--- src/rtl/ff_pipe.sv ---
// ff_pipe: elastic DEPTH-stage pipeline register with valid/ready handshake,
// per-stage valid bits and bubble collapse (empty stages fill under a stall).
//
// Parameters:
//   WIDTH  data width in bits (>=1)
//   DEPTH  number of register stages (>=1); stage DEPTH-1 drives the outputs
//   RESET  value loaded into every stage data register on reset
//   CW     width of count; 2**CW must exceed DEPTH
//
// Ports:
//   clk        rising-edge clock
//   rst        asynchronous active-high reset
//   flush      drop all beats (only with FF_PIPE_FLUSH_EN defined)
//   in_valid   upstream beat present
//   in_data    upstream payload
//   in_ready   stage 0 accepts a beat this cycle
//   out_valid  output stage holds a valid beat
//   out_data   output stage data register
//   out_ready  downstream accepts the beat
//   count      number of valid stages, 0..DEPTH
//
// Configuration macro:
//   FF_PIPE_FLUSH_EN  adds the flush port and its logic.
//
// in_ready is combinational from out_ready through the advance chain.
// Instantiators must account for that path when closing a loop with it.

module ff_pipe #(
  parameter int unsigned      WIDTH = 8,
  parameter int unsigned      DEPTH = 2,
  parameter logic [WIDTH-1:0] RESET = '0,
  parameter int unsigned      CW    = 2
) (
  input  logic             clk,
  input  logic             rst,
`ifdef FF_PIPE_FLUSH_EN
  input  logic             flush,
`endif
  input  logic             in_valid,
  input  logic [WIDTH-1:0] in_data,
  output logic             in_ready,
  output logic             out_valid,
  output logic [WIDTH-1:0] out_data,
  input  logic             out_ready,
  output logic [CW-1:0]    count
);

  logic [DEPTH-1:0] r_v;
  logic [WIDTH-1:0] r_d [DEPTH];
  logic [CW-1:0]    r_count;

  logic [DEPTH-1:0] w_adv;
  logic [DEPTH-1:0] w_src_v;
  logic [WIDTH-1:0] w_src_d [DEPTH];
  logic             w_in_xfer;
  logic             w_out_xfer;

  // adv[i] = adv[i+1] | ~v[i] unrolls to: out_ready, or any stage at or
  // beyond i is empty. Computing it that way avoids a self-referencing
  // vector in the combinational logic.
  always_comb begin
    w_adv = '0;
    for (int i = 0; i < DEPTH; i++) begin
      logic hole;
      hole = 1'b0;
      for (int j = i; j < DEPTH; j++) begin
        hole = hole | ~r_v[j];
      end
      w_adv[i] = out_ready | hole;
    end
  end

  // Source of each stage: the input port for stage 0, else the stage behind.
  always_comb begin
    w_src_v[0] = in_valid;
    w_src_d[0] = in_data;
    for (int i = 1; i < DEPTH; i++) begin
      w_src_v[i] = r_v[i-1];
      w_src_d[i] = r_d[i-1];
    end
  end

`ifdef FF_PIPE_FLUSH_EN
  assign in_ready = w_adv[0] & ~flush;
`else
  assign in_ready = w_adv[0];
`endif

  assign w_in_xfer  = in_valid & in_ready;
  assign w_out_xfer = r_v[DEPTH-1] & out_ready;

  // Stage registers. Data only loads on a valid source beat, so bubbles
  // moving through the pipe leave the data registers untouched.
  always_ff @(posedge clk or posedge rst) begin
    if (rst) begin
      r_v <= '0;
      for (int i = 0; i < DEPTH; i++) begin
        r_d[i] <= RESET;
      end
    end
`ifdef FF_PIPE_FLUSH_EN
    else if (flush) begin
      r_v <= '0;
    end
`endif
    else begin
      for (int i = 0; i < DEPTH; i++) begin
        if (w_adv[i]) begin
          r_v[i] <= w_src_v[i];
          if (w_src_v[i]) begin
            r_d[i] <= w_src_d[i];
          end
        end
      end
    end
  end

  // Occupancy tracks popcount(v): +1 on input only, -1 on output only.
  always_ff @(posedge clk or posedge rst) begin
    if (rst) begin
      r_count <= '0;
    end
`ifdef FF_PIPE_FLUSH_EN
    else if (flush) begin
      r_count <= '0;
    end
`endif
    else if (w_in_xfer && !w_out_xfer) begin
      r_count <= r_count + CW'(1);
    end
    else if (!w_in_xfer && w_out_xfer) begin
      r_count <= r_count - CW'(1);
    end
  end

  assign out_valid = r_v[DEPTH-1];
  assign out_data  = r_d[DEPTH-1];
  assign count     = r_count;

endmodule

--- config.mk ---
export PLATFORM = sky130hd
export DESIGN_NAME = ff_pipe
export DESIGN_NICKNAME = d
export VERILOG_FILES = /design/src/rtl/ff_pipe.sv
export SDC_FILE = /design/constraint.sdc
export NUM_CORES = 1
export LEC_CHECK = 0
export CORE_MARGIN = 2
export CORE_UTILIZATION = 53
export CTS_BUF_LIST = sky130_fd_sc_hd__clkbuf_8
export DETAILED_ROUTE_END_ITERATION = 8
export GPL_TIMING_DRIVEN = 0
export PLACE_DENSITY = 0.86
export SETUP_SLACK_MARGIN = 0.02
export SYNTH_ARGS = -nofsm -noshare
export SYNTH_HDL_FRONTEND = slang
export SYNTH_SLANG_ARGS = --single-unit
--- constraint.sdc ---
create_clock -name clk -period 3.53 [get_ports clk]
set_clock_uncertainty 0.2 [all_clocks]
set_input_delay 0.706 -clock clk [delete_from_list [all_inputs] [get_ports clk]]
set_output_delay 0.706 -clock clk [all_outputs]
set_load 0.02 [all_outputs]
==> flow_summary_export.csv, run 1 <==
group,metric,value,unit
finish,drive_above_1_share,0.365,
run_status,status,"finished, final reports clean",
routing,drtIter0Drc,2,
power,vdd_drop_max,0.374,mV
clock_network,cts_tree,"built",
critical_path,r2r-start,"r_v[1]",
routing,wirelength,1350,um
finish,area_growth,34.0,%
yosys,synth.distinct_cells,17,
clock_network,cts_sinks,20,
clock_network,htreeDepth,1,
grt,track_usage,0.175,
timing,max_freq,347,MHz
critical_path,cpMostUsedCell,"clkdlybuf4s50_1",
power,combPwrFrac,0.352,
die,die-height,45.2,um
worst_hold_path,hold_path.class,"reg2reg",
finish,layout.nets,99,
die,die-area,2040,um^2
timing,rsz0062_at_grt,"false",
grt,grt_pass1_vias,531,
grt,grt_busiest_layer,"met2",
critical_path,crit_family,"buffers and inverters",
die,io_pins,24,
critical_path,crit_fanout,3,
power,leakagePower,0.562,nW
yosys,synth_ff_type,"dfrtp_1",
run,drv_cap,0,
die,die_w,45.2,um
placement,dpl.cell_count,97,
yosys,synth_nets,71,
critical_path,cp_slowest_cell,"clkdlybuf4s50_1",
timing,drv_slew,0,
placement,gp_congestion,0.665,
timing,period_share,0.816,
grt,grt_max_degree,21,
power,clockPowerShare,0.226,
finish,diodes,0,
power,powerDensity,619,nW/um^2
clock_network,clk_pin_slew_worst_paths,0.07,ns
timing,tns,0,ns
grt,antenna_found_initial,0,
routing,dr_total_vias,504,
critical_path,crit_buf_inv,2,
routing,via_per_inst,4.99,
timing,final-hold-violation-count,0,
timing,whs,0.275,ns
yosys,synth_seq_area_share,0.557,
finish,fill_cells,108,
routing,wire_per_inst,13.4,um
routing,drc,0,
power,p_sw,0.206,mW
grt,grt_use_met1,0.229,
yosys,synth_top_cell_by_area,"dfrtp_1",
finish,fin_util,0.781,
yosys,synth_async_sr_flop_share,1.00,
yosys,ys_warn_count,0,
yosys,synth_top_area_frac,0.557,
clock_network,numCtsBuffers,3,
yosys,synth_edf_count,0,
power,p_int,0.539,mW
timing,slew-limit-headroom,0.511,
die,coreArea,1540,um^2
clock_network,root_buffer,"clkbuf_8",
critical_path,required,2.62,ns
critical_path,crit_start,"out_ready",
yosys,ys_ff_latch,20,
placement,dp.final_hpwl,916,um
power,swShare,0.277,
critical_path,cp.arrival,1.97,ns
yosys,synth_area_per_cell,15.5,um^2
timing,period_needed,2.88,ns
yosys,synth_area_leaders,"dfrtp_1 (56%), mux2_4 (13%), mux2_2 (8.8%), buf_4 (6.7%), nand2_8 (2.2%)",
power,total_power,0.745,mW
grt,use_met2,0.266,
critical_path,critPathLaunchType,"input pin",
critical_path,end_kind,"primary output",
critical_path,cp_slowest_stage_delay,0.61,ns
yosys,syn_inst,58,
clock_network,cts_resized,0,
routing,dr.pass1.iters,2,
routing,ant_nets,0,
timing,worstMarginPinSlew,0.733,ns
power,seq_power_share,0.422,
worst_hold_path,min_from,"count[1]",
yosys,synth.cell_area,898,um^2
clock_network,clockBufferDepth,2,
die,start_util,0.583,
grt,grt_first_pass_wirelength,2380,um
clock_network,cts_setup_buffers,0,
clock_network,insertion_delay,0.25,ns
grt,met3_usage,0.0360,
critical_path,cp_cell_sequence,"clkdlybuf4s50_1 > nand3b_4 > clkdlybuf4s50_1",
clock_network,postCtsHoldBufs,0,
placement,port-buffer-count,23,
die,rows,14,
timing,setup_violations,0,
grt,overflow,0,
finish,instances_no_fill,101,
critical_path,worst-setup-path-type,"in2out",
flip-flops by register name, summed over array words and instances (netlist names):
| register | flops |
|---|---|
| r_d | 8 |
| out_data | 8 |
| count | 2 |
| r_v | 2 |
metrics by stage:
| step | cell area, um^2 | setup slack (ns) |
|---|---|---|
| final | 1200 | 0.650 |
| after detailed placement | 1150 | 0.646 |
| after floorplan | 898 | 1.56 |
| after global placement | 1150 | 0.643 |
| after global routing | 1200 | 0.593 |
| after CTS | 1200 | 0.642 |
area by class of cell:
class                   instances  area (um^2)  area share
plain buffers                   8         60.1      0.0499
clock buffers                   4         55.1      0.0457
inverters                       2         7.51     0.00624
multi-input cells              28          330       0.274
flip-flops and latches         20          500       0.416
well taps                      16         20.0      0.0166
repair buffers                 23          230       0.191
placed cells by master (no fill, tap or decap):
master / synthesis / final
clkbuf_8: 0 / 4
nand2b_1: 1 / 1
nand2b_2: 1 / 1
or2b_1: 1 / 1
buf_4: 8 / 8
ha_1: 1 / 1
dfrtp_1: 20 / 20
nor2_1: 1 / 1
mux2_4: 8 / 8
clkdlybuf4s50_1: 0 / 23
nand2_4: 1 / 1
xnor2_1: 1 / 1
xor2_1: 2 / 2
nand2_1: 1 / 1
nand2_8: 1 / 1
nand3b_4: 1 / 1
mux2_1: 1 / 1
mux2_2: 7 / 7
inv_1: 2 / 2
routing by layer:
metal,up-vias,share of wire
met5,-,0
met4,0,0.024
met3,4,0.061
met2,19,0.48
met1,242,0.43
li1,239,-
worst paths after layout:
| check | cells past startpoint | slack (ns) | to |
|---|---|---|---|
| min in group asynchronous | 2 | 0.69 | out_data[7] |
| min reg2reg | 1 | 0.27 | count[1] |
| min | 1 | 0.27 | count[1] |
| max in group asynchronous | 2 | 1.99 | r_d[11] |
| max | 3 | 0.65 | in_ready |
| max reg2reg | 7 | 1.86 | count[1] |
synth_stat cells (2+ instances only):
library cell   n
xor2_1         2
mux2_4         8
buf_4          8
mux2_2         7
dfrtp_1       20
inv_1          2
power groups by stage:
stage	registers [mW]	logic [mW]	clock network [mW]
floorplan	0.327	0.151	0
global placement	0.316	0.260	0
detailed placement	0.317	0.263	0
CTS	0.315	0.266	0.171
global route	0.323	0.281	0.182
finish	0.314	0.262	0.169
logic make-up after synthesis:
| family | Yosys count | share of synthesized area |
|---|---|---|
| multiplexers | 16 | 0.234 |
| buffers and inverters | 10 | 0.0752 |
| adder cells (fa/ha/maj) | 1 | 0.0139 |
| XOR/XNOR | 3 | 0.0293 |
| flip-flops | 20 | 0.557 |
| AND/OR/NAND/NOR | 8 | 0.0905 |
Note: power is estimated with default switching activity, not from simulation.
==> inputs of run 2 (changes only) <==
- CORE_UTILIZATION: 53 -> 44
- PLACE_DENSITY: 0.86 -> 0.77
- clock period: 3.53 -> 2.6 ns (I/O delays scaled with it)
==> flow_summary_export.csv, run 2 (synthesis results as in run 1) <==
group,metric,value,unit
die,die_w,49.2,um
finish,drive_above_1_share,0.357,
critical_path,cp_slowest_stage_delay,0.61,ns
critical_path,cp_cell_sequence,"clkdlybuf4s50_1 > nand3b_4 > clkdlybuf4s50_1",
timing,period_needed,2.52,ns
timing,tns,0,ns
die,die-area,2420,um^2
finish,area_growth,34.0,%
clock_network,cts_tree,"built",
finish,layout.nets,99,
critical_path,crit_buf_inv,2,
grt,overflow,0,
die,start_util,0.463,
placement,dpl.cell_count,108,
critical_path,crit_family,"buffers and inverters",
clock_network,htreeDepth,1,
placement,gp_congestion,0.625,
timing,max_freq,397,MHz
routing,dr.pass1.iters,3,
grt,antenna_found_initial,0,
routing,dr_total_vias,497,
power,powerDensity,806,nW/um^2
critical_path,end_kind,"primary output",
clock_network,cts_setup_buffers,0,
placement,dp.final_hpwl,970,um
clock_network,root_buffer,"clkbuf_8",
critical_path,critPathLaunchType,"input pin",
clock_network,insertion_delay,0.25,ns
timing,setup_violations,0,
run,drv_cap,0,
critical_path,cp_slowest_cell,"clkdlybuf4s50_1",
routing,ant_nets,0,
placement,post_dp_cell_area,1160,um^2
routing,drtIter0Drc,3,
finish,final_area,1200,um^2
timing,rsz0062_at_grt,"false",
finish,layout_common_cells,"clkdlybuf4s50_1 (23), dfrtp_1 (20), mux2_4 (8), buf_4 (8), mux2_2 (7)",
run_status,status,"finished, final reports clean",
clock_network,clockBufferDepth,2,
die,rows,16,
grt,grt_pass1_vias,522,
timing,worstMarginPinSlew,0.729,ns
die,die-height,49.2,um
worst_hold_path,hold_path.class,"reg2reg",
critical_path,worst-setup-path-type,"in2out",
placement,port-buffer-count,23,
routing,drc,0,
timing,period_share,0.970,
grt,grt_max_degree,21,
clock_network,cts_sinks,20,
routing,via_per_inst,4.48,
finish,diodes,0,
critical_path,required,1.88,ns
critical_path,crit_fanout,3,
critical_path,cp.arrival,1.80,ns
finish,instances_no_fill,111,
power,vdd_drop_max,0.460,mV
die,coreArea,1940,um^2
critical_path,cpMostUsedCell,"clkdlybuf4s50_1",
power,leakagePower,0.554,nW
timing,final-hold-violation-count,0,
routing,wirelength,1320,um
grt,grt_first_pass_wirelength,2240,um
clock_network,cts_resized,0,
clock_network,clk_pin_slew_worst_paths,0.06,ns
die,io_pins,24,
finish,layout_commonest_cell,"clkdlybuf4s50_1",
routing,wire_per_inst,11.8,um
clock_network,numCtsBuffers,3,
timing,slew-limit-headroom,0.513,
timing,drv_slew,0,
clock_network,postCtsHoldBufs,0,
grt,track_usage,0.124,
[run 2: cell count changes in the layout (fill, tap and decap cells not counted), sizes merged]
cell    change
clkbuf      -1
[run 2: per-stage QoR]
stage / setup WS [ns] / utilization / power [mW] / hold slack, ns
2_1_floorplan: 0.811 / - / 0.649 / 0.258
3_3_place_gp: 0.0832 / 0.599 / 0.783 / 0.259
3_5_place_dp: 0.0772 / 0.599 / 0.791 / 0.263
4_1_cts: 0.0732 / 0.620 / 0.984 / 0.277
5_1_grt: 0.0531 / 0.620 / 1.02 / 0.317
6_report: 0.0789 / 0.620 / 0.970 / 0.277
[run 2: area by class of cell]
| cell class | instances | area, um^2 |
|---|---|---|
| Inverter | 2 | 7.51 |
| Multi-Input combinational cell | 28 | 330 |
| Clock buffer | 3 | 41.3 |
| Sequential cell | 20 | 500 |
| Timing Repair Buffer | 23 | 230 |
| Buffer | 8 | 60.1 |
| Fill cell | 164 | 738 |
| Tap cell | 27 | 33.8 |
[run 2: worst paths after layout]
path	startpoint	to	slack, ns	depth (start not counted)
hold / removal	count[1]	count[1]	0.28	1
setup / recovery	out_ready	in_ready	0.08	3
min in group asynchronous	rst	out_data[0]	0.51	2
setup reg to reg	r_v[1]	count[1]	0.93	6
max in group asynchronous	rst	r_d[9]	1.23	2
hold reg to reg	count[1]	count[1]	0.28	1
[run 2: metal layers]
layer / GRT usage / share of wire / routed length, um
met1: 0.150 / 0.45 / 596
met2: 0.194 / 0.47 / 623
met3: 0.0399 / 0.059 / 78
met4: 0.0714 / 0.013 / 17
met5: 0 / 0 / 0
[run 2: power breakdown]
part / internal, mW / leakage (nW) / switching [mW]
clock: 0.103 / 0.0216 / 0.0854
combinational: 0.215 / 0.301 / 0.141
sequential: 0.382 / 0.232 / 0.0433
total: 0.700 / 0.554 / 0.270
[run 2: worst reg2reg max path, stage by stage (launching register included)]
cell      delay, ns
dfrtp_1        0.44
nand3b_4       0.14
nand2_8        0.15
inv_1          0.06
ha_1           0.31
nor2_1         0.14
xor2_1         0.15
==> inputs of run 3 (changes only) <==
- CORE_UTILIZATION: 44 -> 35
- PLACE_DENSITY: 0.77 -> default
==> flow_summary_export.csv, run 3 (synthesis results as in run 1) <==
group,metric,value,unit
finish,fill_cells,219,
placement,gp_congestion,0.644,
critical_path,critPathLaunchType,"input pin",
finish,area_growth,37.7,%
timing,setup_violations,0,
grt,overflow,0,
placement,port-buffer-count,23,
clock_network,root_buffer,"clkbuf_8",
die,start_util,0.366,
timing,period_share,0.972,
critical_path,cp.arrival,1.81,ns
critical_path,end_kind,"primary output",
routing,drc,0,
power,seq_power_share,0.392,
power,vdd_drop_max,0.661,mV
run_status,status,"finished, final reports clean",
critical_path,required,1.88,ns
die,die_w,54.7,um
clock_network,numCtsBuffers,3,
power,p_sw,0.278,mW
clock_network,cts_tree,"built",
routing,wire_per_inst,11.1,um
grt,use_met2,0.181,
timing,drv_slew,0,
finish,drive_above_1_share,0.365,
grt,antenna_found_initial,0,
power,swShare,0.257,
routing,ant_nets,0,
worst_hold_path,hold_path.class,"reg2reg",
finish,regArea,500,um^2
finish,layout_common_cells,"clkdlybuf4s50_1 (23), dfrtp_1 (20), mux2_4 (8), buf_4 (8), mux2_2 (7)",
clock_network,insertion_delay,0.25,ns
routing,dr.pass1.iters,3,
clock_network,clk_pin_slew_worst_paths,0.07,ns
finish,multiInputGateArea,330,um^2
critical_path,worst-setup-path-type,"in2out",
placement,dp.final_hpwl,932,um
grt,grt_max_degree,21,
die,io_pins,24,
timing,max_freq,396,MHz
finish,final_area,1240,um^2
routing,drtIter0Drc,1,
critical_path,crit_fanout,3,
timing,slew-limit-headroom,0.526,
timing,worstMarginPinSlew,0.709,ns
die,coreArea,2450,um^2
routing,dr_total_vias,495,
clock_network,cts_sinks,20,
power,leakagePower,0.569,nW
clock_network,clockBufferDepth,2,
routing,wirelength,1270,um
clock_network,cts_setup_buffers,0,
clock_network,postCtsHoldBufs,0,
clock_network,cts_resized,0,
grt,grt_use_met1,0.118,
power,p_int,0.802,mW
grt,met3_usage,0.0492,
power,clockPowerShare,0.279,
power,powerDensity,873,nW/um^2
timing,rsz0062_at_grt,"false",
timing,period_needed,2.53,ns
routing,via_per_inst,4.30,
finish,layout.nets,99,
power,combPwrFrac,0.329,
finish,layout_commonest_cell,"clkdlybuf4s50_1",
timing,whs,0.273,ns
die,die-height,54.7,um
timing,final-hold-violation-count,0,
placement,post_dp_cell_area,1170,um^2
die,die-area,2990,um^2
grt,grt_busiest_layer,"met2",
grt,grt_first_pass_wirelength,2130,um
finish,diodes,0,
die,rows,18,
clock_network,htreeDepth,1,
grt,grt_pass1_vias,507,
grt,track_usage,0.109,
run,drv_cap,0,
timing,tns,0,ns
## run 3: cell count changes in the layout (fill, tap and decap cells not counted), sizes merged
cell / change
bufinv: +1
## run 3: routing by layer
metal,share of wire,vias up
li1,-,237
met1,0.45,241
met2,0.48,15
met3,0.057,2
met4,0.013,0
met5,0,-
## run 3: path summary, 6_finish.rpt
check / from / to / slack (ns) / depth (start not counted)
min in group asynchronous: rst / r_d[14] / 0.48 / 2
hold reg to reg: count[1] / count[1] / 0.27 / 1
hold / removal: count[1] / count[1] / 0.27 / 1
max in group asynchronous: rst / r_v[0] / 1.27 / 2
setup reg to reg: r_v[1] / count[1] / 0.92 / 6
setup / recovery: out_ready / in_ready / 0.07 / 3
## run 3: area by class of cell
cell class | instances | share of cell area
clock buffer | 3 | 0.0334
clock inverter | 1 | 0.0243
sequential | 20 | 0.404
timing repair buffer | 23 | 0.186
inverter | 2 | 0.00607
multi-input combinational | 28 | 0.267
tap | 30 | 0.0303
buffer | 8 | 0.0485
## run 3: power by group through the flow
stage	sequential (mW)	clock, mW	combinational, mW
after floorplan	0.444	0	0.206
after global placement	0.429	0	0.356
after detailed placement	0.429	0	0.361
after CTS	0.424	0.313	0.362
after global routing	0.435	0.327	0.385
final	0.423	0.301	0.356
## run 3: metrics by stage
step	setup slack [ns]	std cells	utilization	power [mW]
after global placement	0.0781	111	0.475	0.784
after floorplan	0.811	58	-	0.649
after detailed placement	0.0606	111	0.475	0.791
final	0.0728	115	0.504	1.08
after global routing	0.0270	115	0.504	1.15
after CTS	0.0565	115	0.504	1.10
## run 3: critical path: stages
cell	delay, ns
clkdlybuf4s50_1	0.50
nand3b_4	0.18
clkdlybuf4s50_1	0.61
